<file path="src/rtl/aes_kexp_ctrl.sv">
// Round-robin controller sharing one AES key-expansion engine between two requesters.
// Optional key reuse (skip re-expansion of an already-expanded key) is built with AES_KEXP_REUSE_EN.
module aes_kexp_ctrl #(
  parameter int TIMEOUT_CYC = 64,
  parameter int NREQ        = 2
) (
  input  logic            clk,
  input  logic            rst,
  input  logic [NREQ-1:0] req_i,
  input  logic [NREQ-1:0] key_new_i,
  input  logic            kexp_rdy_i,
  output logic            kexp_en_o,
  output logic            key_sel_o,
  output logic [NREQ-1:0] gnt_o,
  output logic [NREQ-1:0] done_o,
  output logic [NREQ-1:0] err_o,
  output logic            busy_o
);
  localparam int CW = $clog2(TIMEOUT_CYC + 1);

  typedef enum logic [2:0] {
    S_IDLE  = 3'd0,
    S_START = 3'd1,
    S_WAIT  = 3'd2,
    S_DONE  = 3'd3,
    S_ERR   = 3'd4
  } state_t;

  state_t          state, nstate;
  logic [CW-1:0]   cnt;
  logic            last, sel, win, hit;
  logic [NREQ-1:0] gnt;

  // With both requesting, the one not granted last wins; otherwise the lone requester.
  always_comb begin
    win = req_i[1];
    if (&req_i) win = ~last;
  end

`ifdef AES_KEXP_REUSE_EN
  logic [1:0] cvld;

  assign hit = cvld[win] & ~key_new_i[win] & (sel == win);

  // Granting one requester overwrites the shared table, so the other's entry goes stale.
  always_ff @(posedge clk or negedge rst) begin
    if (!rst)                              cvld <= '0;
    else if (state == S_IDLE && |req_i)    cvld[~win] <= 1'b0;
    else if (state == S_DONE)              cvld[sel] <= 1'b1;
    else if (state == S_ERR)               cvld[sel] <= 1'b0;
  end
`else
  logic unused_key_new;
  assign unused_key_new = ^key_new_i;
  assign hit            = 1'b0;
`endif

  always_ff @(posedge clk or negedge rst) begin
    if (!rst) state <= S_IDLE;
    else      state <= nstate;
  end

  always_comb begin
    nstate = state;
    case (state)
      S_IDLE:  if (|req_i) nstate = hit ? S_DONE : S_START;
      S_START: nstate = S_WAIT;
      S_WAIT: begin
        if (kexp_rdy_i)                         nstate = S_DONE;
        else if (cnt == CW'(TIMEOUT_CYC - 1))   nstate = S_ERR;
      end
      S_DONE:  nstate = S_IDLE;
      S_ERR:   nstate = S_IDLE;
      default: nstate = S_IDLE;
    endcase
  end

  always_ff @(posedge clk or negedge rst) begin
    if (!rst) begin
      cnt  <= '0;
      last <= 1'b1;
      sel  <= 1'b0;
      gnt  <= '0;
    end else begin
      case (state)
        S_IDLE: if (|req_i) begin
          gnt  <= {win, ~win};
          last <= win;
          sel  <= win;
        end
        S_START: cnt <= '0;
        S_WAIT:  if (cnt != CW'(TIMEOUT_CYC)) cnt <= cnt + 1'b1;
        // DONE/ERR release the grant; key_sel keeps pointing at the table owner.
        default: gnt <= '0;
      endcase
    end
  end

  always_comb begin
    kexp_en_o = (state == S_START);
    busy_o    = (state != S_IDLE);
    done_o    = (state == S_DONE) ? gnt : '0;
    err_o     = (state == S_ERR)  ? gnt : '0;
    gnt_o     = gnt;
    key_sel_o = sel;
  end

endmodule
</file>
<file path="config.mk">
export PLATFORM = sky130hd
export DESIGN_NAME = aes_kexp_ctrl
export DESIGN_NICKNAME = d
export VERILOG_FILES = /design/src/rtl/aes_kexp_ctrl.sv
export SDC_FILE = /design/constraint.sdc
export NUM_CORES = 1
export LEC_CHECK = 0
export CORE_MARGIN = 4
export CORE_UTILIZATION = 30
export DETAILED_ROUTE_END_ITERATION = 8
export SYNTH_ARGS = -nofsm -noshare
export SYNTH_HDL_FRONTEND = slang
export SYNTH_SLANG_ARGS = --single-unit
</file>
<file path="constraint.sdc">
create_clock -name clk -period 3.44 [get_ports clk]
set_input_delay 0.344 -clock clk [delete_from_list [all_inputs] [get_ports clk]]
set_output_delay 0.344 -clock clk [all_outputs]
set_load 0.01 [all_outputs]
</file>
==> impl_metrics.yaml, run 1 <==
run_status:
  status: "finished, final reports clean"
placement:
  dp.cells: 137
  gp_congestion: 0.785
  port_buffers: 13
  dp_slack_ps: 1430
  placed_area_um2: 996
  dp_hpwl_um: 1440
synth:
  yosys_warnings: 0
  syn_nets: 108
  synth.ff_latch_count: 14
  synth_cells: 99
  synth_cell_type_count: 33
  netlist_area_um2: 858
  yosysSeqAreaShare: 0.410
  synth.avg_cell_area_um2: 8.67
global_routing:
  grt_pass1_vias: 750
  grt_max_degree: 19
  grt_pass1_wl_um: 3330
  antenna_found_initial: 0
  overflow: 0
  grt_util_all_layers: 0.117
cts:
  cts_sinks: 14
  ctsHoldBuffers: 0
  cts-resized-gates: 0
  htree_num_levels: 1
  cts_inserted_buffers: 3
  cts_tree: "done"
  root_buffer: "clkbuf_4"
  clk_latency_ps: 280
  clkTransAtPathRegs_ps: 90
  cts_buffer_depth: 2
  cts_setup_buffers: 0
layout:
  nets: 120
  design_area_mm2: 0.00102
  nFillCells: 283
  area_growth_pct: 19.1
  antenna_cells: 0
  final_layout_size_suffix_gt1_frac: 0.0636
  post-route-util: 0.374
  final_cells: 141
power:
  p_per_area_mw_per_mm2: 724
  peakVddDrop_uv: 410
  p_leak_nw: 0.408
detailed_routing:
  wl_per_cell_um: 14.6
  drt_iter0_drc: 51
  vias_per_cell: 5.59
  dr.pass1.iters: 4
  vias: 788
  ant_nets: 0
  drc: 0
  wirelength_um: 2060
floorplanning:
  io_pins: 16
  die_x_um: 61.5
  die_h_um: 61.5
  rows: 19
  initial_core_util: 0.314
  core_mm2: 0.00273
  dieArea_mm2: 0.00378
timing:
  period_share: 0.687
  setup_viol_count_final: 0
  skew_ps: 2.69
  period_needed_ps: 2360
  slew_viol_final: 0
  setup_slack_ps: 1080
  max_freq_ghz: 0.423
  worst_pin_slew_ps: 653
  finalHoldViolCount: 0
  relSlewSlack: 0.563
  rsz0062_at_grt: "false"
  tns_ps: 0
setup_path:
  crit_type: "reg -> out"
  worstPathArrival_ps: 2020
  cp_max_fo: 18
  crit_path_end_kind: "primary output"
  cp-start-kind: "register"
  crit_required_ps: 3100
hold_path:
  min_path_type: "in -> async"
flow_run:
  cap_violations: 0
metrics by stage:
step | power [mW] | hold WS (ps)
floorplan | 0.527 | 48.4
global placement | 0.628 | 484
detailed placement | 0.638 | 497
CTS | 0.742 | 481
global route | 0.799 | 513
finish | 0.740 | 459
report_power, final:
group | internal [mW] | total [mW] | leakage (nW) | switching [mW]
Sequential | 0.218 | 0.317 | 0.182 | 0.0984
Clock | 0.0450 | 0.0989 | 0.0150 | 0.0540
Combinational | 0.165 | 0.324 | 0.211 | 0.159
layout make-up:
type | instances | area, µm² | share of cell area
Sequential cell | 14 | 352 | 0.344
Multi-Input combinational cell | 71 | 445 | 0.436
Clock buffer | 4 | 26.3 | 0.0257
Tap cell | 31 | 38.8 | 0.0379
Inverter | 8 | 30.0 | 0.0294
Timing Repair Buffer | 13 | 130 | 0.127
routing by layer:
metal	wire length [µm]	vias to the layer above	part of all wire	track usage
met5	0	-	0	0
met4	33	0	0.016	0.0394
met3	136	4	0.066	0.0503
met2	911	22	0.44	0.173
met1	974	376	0.47	0.153
li1	-	386	-	-
registers in the layout (all words and copies together), names as in the netlist:
register and cells:
gnt_o 2, key_sel_o 1, state 3, cnt 7
last 1
path summary, 6_finish.rpt:
kind / start / end / slack (ps) / depth (start not counted)
hold / removal: rst / cnt[5] / 460 / 1
max in group asynchronous: rst / gnt_o[0] / 2560 / 1
min in group clk: key_sel_o / key_sel_o / 510 / 2
setup / recovery: state[0] / err_o[0] / 1080 / 3
setup reg to reg: state[1] / cnt[6] / 1730 / 3
hold reg to reg: key_sel_o / key_sel_o / 510 / 2
Yosys cell counts:
cell type,n,area (µm²)
dfrtp_1,13,325
inv_1,8,30.0
nand2_1,8,30.0
nand3_1,8,40.0
a21oi_1,6,30.0
nand2b_1,5,31.3
o211ai_1,5,37.5
o21ai_0,5,25.0
and3_1,4,25.0
clkbuf_1,4,15.0
nor2_1,4,15.0
ha_1,2,25.0
nand4b_1,2,17.5
nor2b_1,2,12.5
nor3_1,2,10.0
o22ai_1,2,12.5
o31a_1,2,17.5
or4_1,2,15.0
a31oi_1,1,6.26
buf_2,1,5.00
buf_6,1,11.3
dfstp_2,1,26.3
mux2_2,1,11.3
nor3b_1,1,7.51
nor4_1,1,6.26
nor4b_1,1,8.76
o21a_1,1,7.51
o221a_2,1,11.3
o221ai_1,1,8.76
o31ai_1,1,7.51
o41ai_1,1,8.76
or3_1,1,6.26
or4_4,1,11.3
critical path, stage by stage (launching register included):
cell             delay, ps
dfrtp_1                580
nor2_1                 410
and3_1                 210
clkdlybuf4s50_1        540
placed cells by master (no fill, tap or decap), types with 2 or more instances in the layout:
cell / n
o22ai_1: 2
nand4b_1: 2
nand3_1: 8
o211ai_1: 5
nor2_1: 4
ha_1: 2
o21ai_0: 5
a21oi_1: 6
and3_1: 4
or4_1: 2
o31a_1: 2
nor2b_1: 2
clkbuf_4: 3
clkdlybuf4s50_1: 13
nor3_1: 2
nand2b_1: 5
nand2_1: 8
inv_1: 8
dfrtp_1: 13
cells by family after synthesis:
kind of cell,after synthesis,share of synthesized area
AOI/OAI and AO/OA,26,0.201
adders and majority gates,2,0.0291
buffers and inverters,14,0.0714
DFF,14,0.410
muxes,1,0.0131
and+or+nand+nor,42,0.276
Power figures use the tool's default switching activity.
==> run 2, diff against run 1 <==
Clock period 3.44 ns to 2.05 ns, I/O delays scaled along.
==> impl_metrics.yaml, run 2 (same netlist as run 1, synthesis figures left out) <==
run_status:
  status: "finished, final reports clean"
layout:
  regMostFlops: "cnt"
  layout_commonest_cell: "clkdlybuf4s50_1"
  area_growth_pct: 25.5
  final_cell_mix: "clkdlybuf4s50_1, dfrtp_1, inv_1, nand2_1, nand3_1"
  largest_reg_flops: 7
  antenna_cells: 0
  final_layout_size_suffix_gt1_frac: 0.139
  design_area_mm2: 0.00108
  post-route-util: 0.394
  nets: 125
floorplanning:
  die_x_um: 61.5
  dieArea_mm2: 0.00378
  core_mm2: 0.00273
  io_pins: 16
  initial_core_util: 0.314
  rows: 19
  die_h_um: 61.5
timing:
  worst_pin_slew_ps: 660
  period_share: 0.928
  finalHoldViolCount: 0
  rsz0062_at_grt: "false"
  tns_ps: 0
  max_freq_ghz: 0.526
  period_needed_ps: 1900
  skew_ps: 3.69
  relSlewSlack: 0.558
  setup_slack_ps: 148
  slew_viol_final: 0
  setup_viol_count_final: 0
placement:
  port_buffers: 13
  placed_area_mm2: 0.00103
  dp_slack_ps: 349
  dp_hpwl_um: 1480
  gp_congestion: 0.798
setup_path:
  reg2reg_to: "cnt[6]"
  crit_type: "reg -> out"
  cp_top_family: "buffers and inverters"
  cp-start-kind: "register"
  critPathBufInv: 1
  crit_chain: "nor2_1 > and3_1 > clkdlybuf4s50_1"
  cpPeakStageDelay_ps: 530
  crit_slowest_cell: "clkdlybuf4s50_1"
  reg2reg_slack_ps: 410
  reg2regPathDepth: 4
  worstPathArrival_ps: 1700
  crit_path_end_kind: "primary output"
  reg2reg_from: "state[0]"
  cp_max_fo: 14
  crit_required_ps: 1850
detailed_routing:
  top_layer: "met4"
  vias: 795
  route.met3.wl_um: 81
  ant_nets: 0
  wl_met2_um: 905
  wl_per_cell_um: 14.0
  wl_met1_um: 1030
  drc: 0
  vias_per_cell: 5.45
  wirelength_um: 2040
  drt_iter0_drc: 36
  dr.pass1.iters: 4
cts:
  cts-resized-gates: 0
  clk_latency_ps: 280
  cts_sinks: 14
  cts_buffer_depth: 2
  cts_tree: "done"
  root_buffer: "clkbuf_4"
  cts_setup_buffers: 0
  clkTransAtPathRegs_ps: 90
  cts_inserted_buffers: 3
  htree_num_levels: 1
  ctsHoldBuffers: 0
global_routing:
  overflow: 0
  grt_pass1_vias: 778
  grt_max_degree: 15
  grt_util_all_layers: 0.121
  grt_pass1_wl_um: 3450
  antenna_found_initial: 0
flow_run:
  cap_violations: 0
power:
  p_leak_nw: 0.453
  p_per_area_mw_per_mm2: 1240
  power_mw: 1.34
  peakVddDrop_uv: 916
hold_path:
  min_path_type: "in -> async"
-- run 2: worst max path at each step --
stage / from / end / slack [ps] / depth (start not counted)
after global routing: state[0] / err_o[1] / 60 / 3
after floorplan: cnt[0] / cnt[6] / 580 / 4
after CTS: state[0] / err_o[0] / 60 / 3
after detailed placement: state[0] / cnt[6] / 350 / 4
final: state[0] / err_o[0] / 150 / 3
after global placement: state[0] / cnt[6] / 360 / 4
-- run 2: cell type report --
cell class / instances / area (µm²)
fill: 279 / 1660
multi-input combinational: 71 / 448
sequential: 14 / 354
timing repair buffer: 18 / 170
tap: 31 / 38.8
clock buffer: 4 / 36.3
inverter: 8 / 30.0
-- run 2: per-layer routing --
metal  track usage  vias up
li1              -      396
met1         0.172      379
met2         0.173       18
met3        0.0356        2
met4        0.0394        0
met5             0        -
-- run 2: worst reg2reg max path: stages (launching register included) --
cell	delay, ps
dfrtp_2	510
buf_4	190
nand4b_1	210
or4_1	490
o221a_2	130
-- run 2: report_power, final --
part           switching [mW]  total [mW]  internal [mW]
Clock                  0.0944       0.202          0.108
Combinational           0.306       0.633          0.328
Sequential              0.131       0.503          0.372
Total                   0.532        1.34          0.808
-- run 2: metrics by stage --
step,std cells,hold slack (ps)
final,146,319
after global routing,146,380
after CTS,146,332
after detailed placement,142,489
after global placement,142,486
after floorplan,99,-90.6
==> run 3, diff against run 2 <==
Settings changed: SKIP_LAST_GASP set to 1.
==> impl_metrics.yaml, run 3 (same netlist as run 1, synthesis figures left out) <==
placement:
  dp.cells: 142
  port_buffers: 13
  dp_hpwl_um: 1480
  gp_congestion: 0.798
setup_path:
  crit_slowest_cell: "clkdlybuf4s50_1"
  critPathBufInv: 2
  reg2reg_slack_ps: 420
  cp-start-kind: "register"
  reg2reg_to: "cnt[6]"
  crit_chain: "buf_4 > nand2b_1 > nor2_1 > clkdlybuf4s50_1"
  cp_max_fo: 12
  reg2reg_from: "state[0]"
  crit_type: "reg -> out"
  crit_required_ps: 1850
  cpPeakStageDelay_ps: 540
  crit_path_end_kind: "primary output"
  reg2regPathDepth: 4
  worstPathArrival_ps: 1740
  cp_top_family: "buffers and inverters"
timing:
  tns_ps: 0
  rsz0062_at_grt: "true"
  skew_ps: 1.31
  period_needed_ps: 1950
  finalHoldViolCount: 0
  fin_hold_ws_ps: 315
  worst_pin_slew_ps: 660
  max_freq_ghz: 0.514
  slew_viol_final: 0
  relSlewSlack: 0.559
  setup_viol_count_final: 0
  period_share: 0.950
detailed_routing:
  drc: 0
  wirelength_um: 2040
  wl_per_cell_um: 14.0
  vias: 805
  dr.pass1.iters: 4
  ant_nets: 0
  vias_per_cell: 5.51
  drt_iter0_drc: 37
power:
  peakVddDrop_uv: 934
  p_leak_nw: 0.438
  p_per_area_mw_per_mm2: 1260
  power_mw: 1.35
layout:
  post-route-util: 0.393
  antenna_cells: 0
  final_cells: 146
  nets: 125
  largest_reg_flops: 7
  final_cell_mix: "clkdlybuf4s50_1, dfrtp_1, inv_1, nand2_1, nand3_1"
  regMostFlops: "cnt"
  final_layout_size_suffix_gt1_frac: 0.139
  layout_commonest_cell: "clkdlybuf4s50_1"
  area_growth_pct: 25.2
floorplanning:
  die_x_um: 61.5
  die_h_um: 61.5
  dieArea_mm2: 0.00378
  io_pins: 16
  initial_core_util: 0.314
  rows: 19
  core_mm2: 0.00273
run_status:
  status: "finished, final reports clean"
global_routing:
  overflow: 0
  grt_pass1_vias: 778
  grt_pass1_wl_um: 3450
  grt_max_degree: 15
  antenna_found_initial: 0
  grt_util_all_layers: 0.121
cts:
  cts_buffer_depth: 2
  cts_tree: "done"
  cts_inserted_buffers: 3
  clk_latency_ps: 290
  root_buffer: "clkbuf_4"
  cts_sinks: 14
  cts_setup_buffers: 0
  clkTransAtPathRegs_ps: 90
  htree_num_levels: 1
flow_run:
  cap_violations: 0
hold_path:
  min_path_type: "in -> async"
-- run 3: cell types whose count changed in the layout (fill, tap and decap cells not counted) --
cell	previous run	this run
dlymetal6s2s_1	1	0
clkdlybuf4s50_1	12	13
-- run 3: area by class of cell --
class | count | area, µm²
flip-flops and latches | 14 | 354
fillers | 280 | 1660
well taps | 31 | 38.8
repair buffers | 18 | 168
clock buffers | 4 | 36.3
inverters | 8 | 30.0
multi-input cells | 71 | 448
-- run 3: worst register-to-register path, cell delays in order (launching register included) --
cell and delay [ps]:
dfrtp_2 510, buf_4 190, nand4b_1 210, or4_1 490
o221a_2 130
-- run 3: timing repair --
action	4_1_cts	5_1_grt
hold buffers	0	0
setup endpoints to repair	0	4
gates resized for setup	0	3
-- run 3: layer usage --
layer | global-route usage | vias up | routed length, µm
met1 | 0.172 | 386 | 1050
met4 | 0.0394 | 0 | 19
met3 | 0.0356 | 2 | 77
met2 | 0.173 | 20 | 893
met5 | 0 | - | 0
li1 | - | 397 | -
-- run 3: worst max-delay path by stage --
stage,to,cells after the start,slack (ps),startpoint
after floorplan,cnt[6],4,580,cnt[0]
after global routing,kexp_en_o,4,-10,state[1]
final,kexp_en_o,4,100,state[1]
after detailed placement,cnt[6],4,350,state[0]
after global placement,cnt[6],4,360,state[0]
after CTS,err_o[0],3,60,state[0]
-- run 3: power breakdown --
| group | leakage, nW | total [mW] | internal (mW) | switching, mW |
|---|---|---|---|---|
| logic | 0.237 | 0.637 | 0.330 | 0.306 |
| registers | 0.180 | 0.505 | 0.372 | 0.133 |
| clock network | 0.0210 | 0.208 | 0.108 | 0.0995 |
| total | 0.438 | 1.35 | 0.810 | 0.539 |
-- run 3: stage by stage --
step           area, µm²  worst slack, ps
5_1_grt             1070            -9.69
6_report            1070              103
3_5_place_dp        1030              349
3_3_place_gp        1030              362
2_1_floorplan        858              580
4_1_cts             1070             55.7
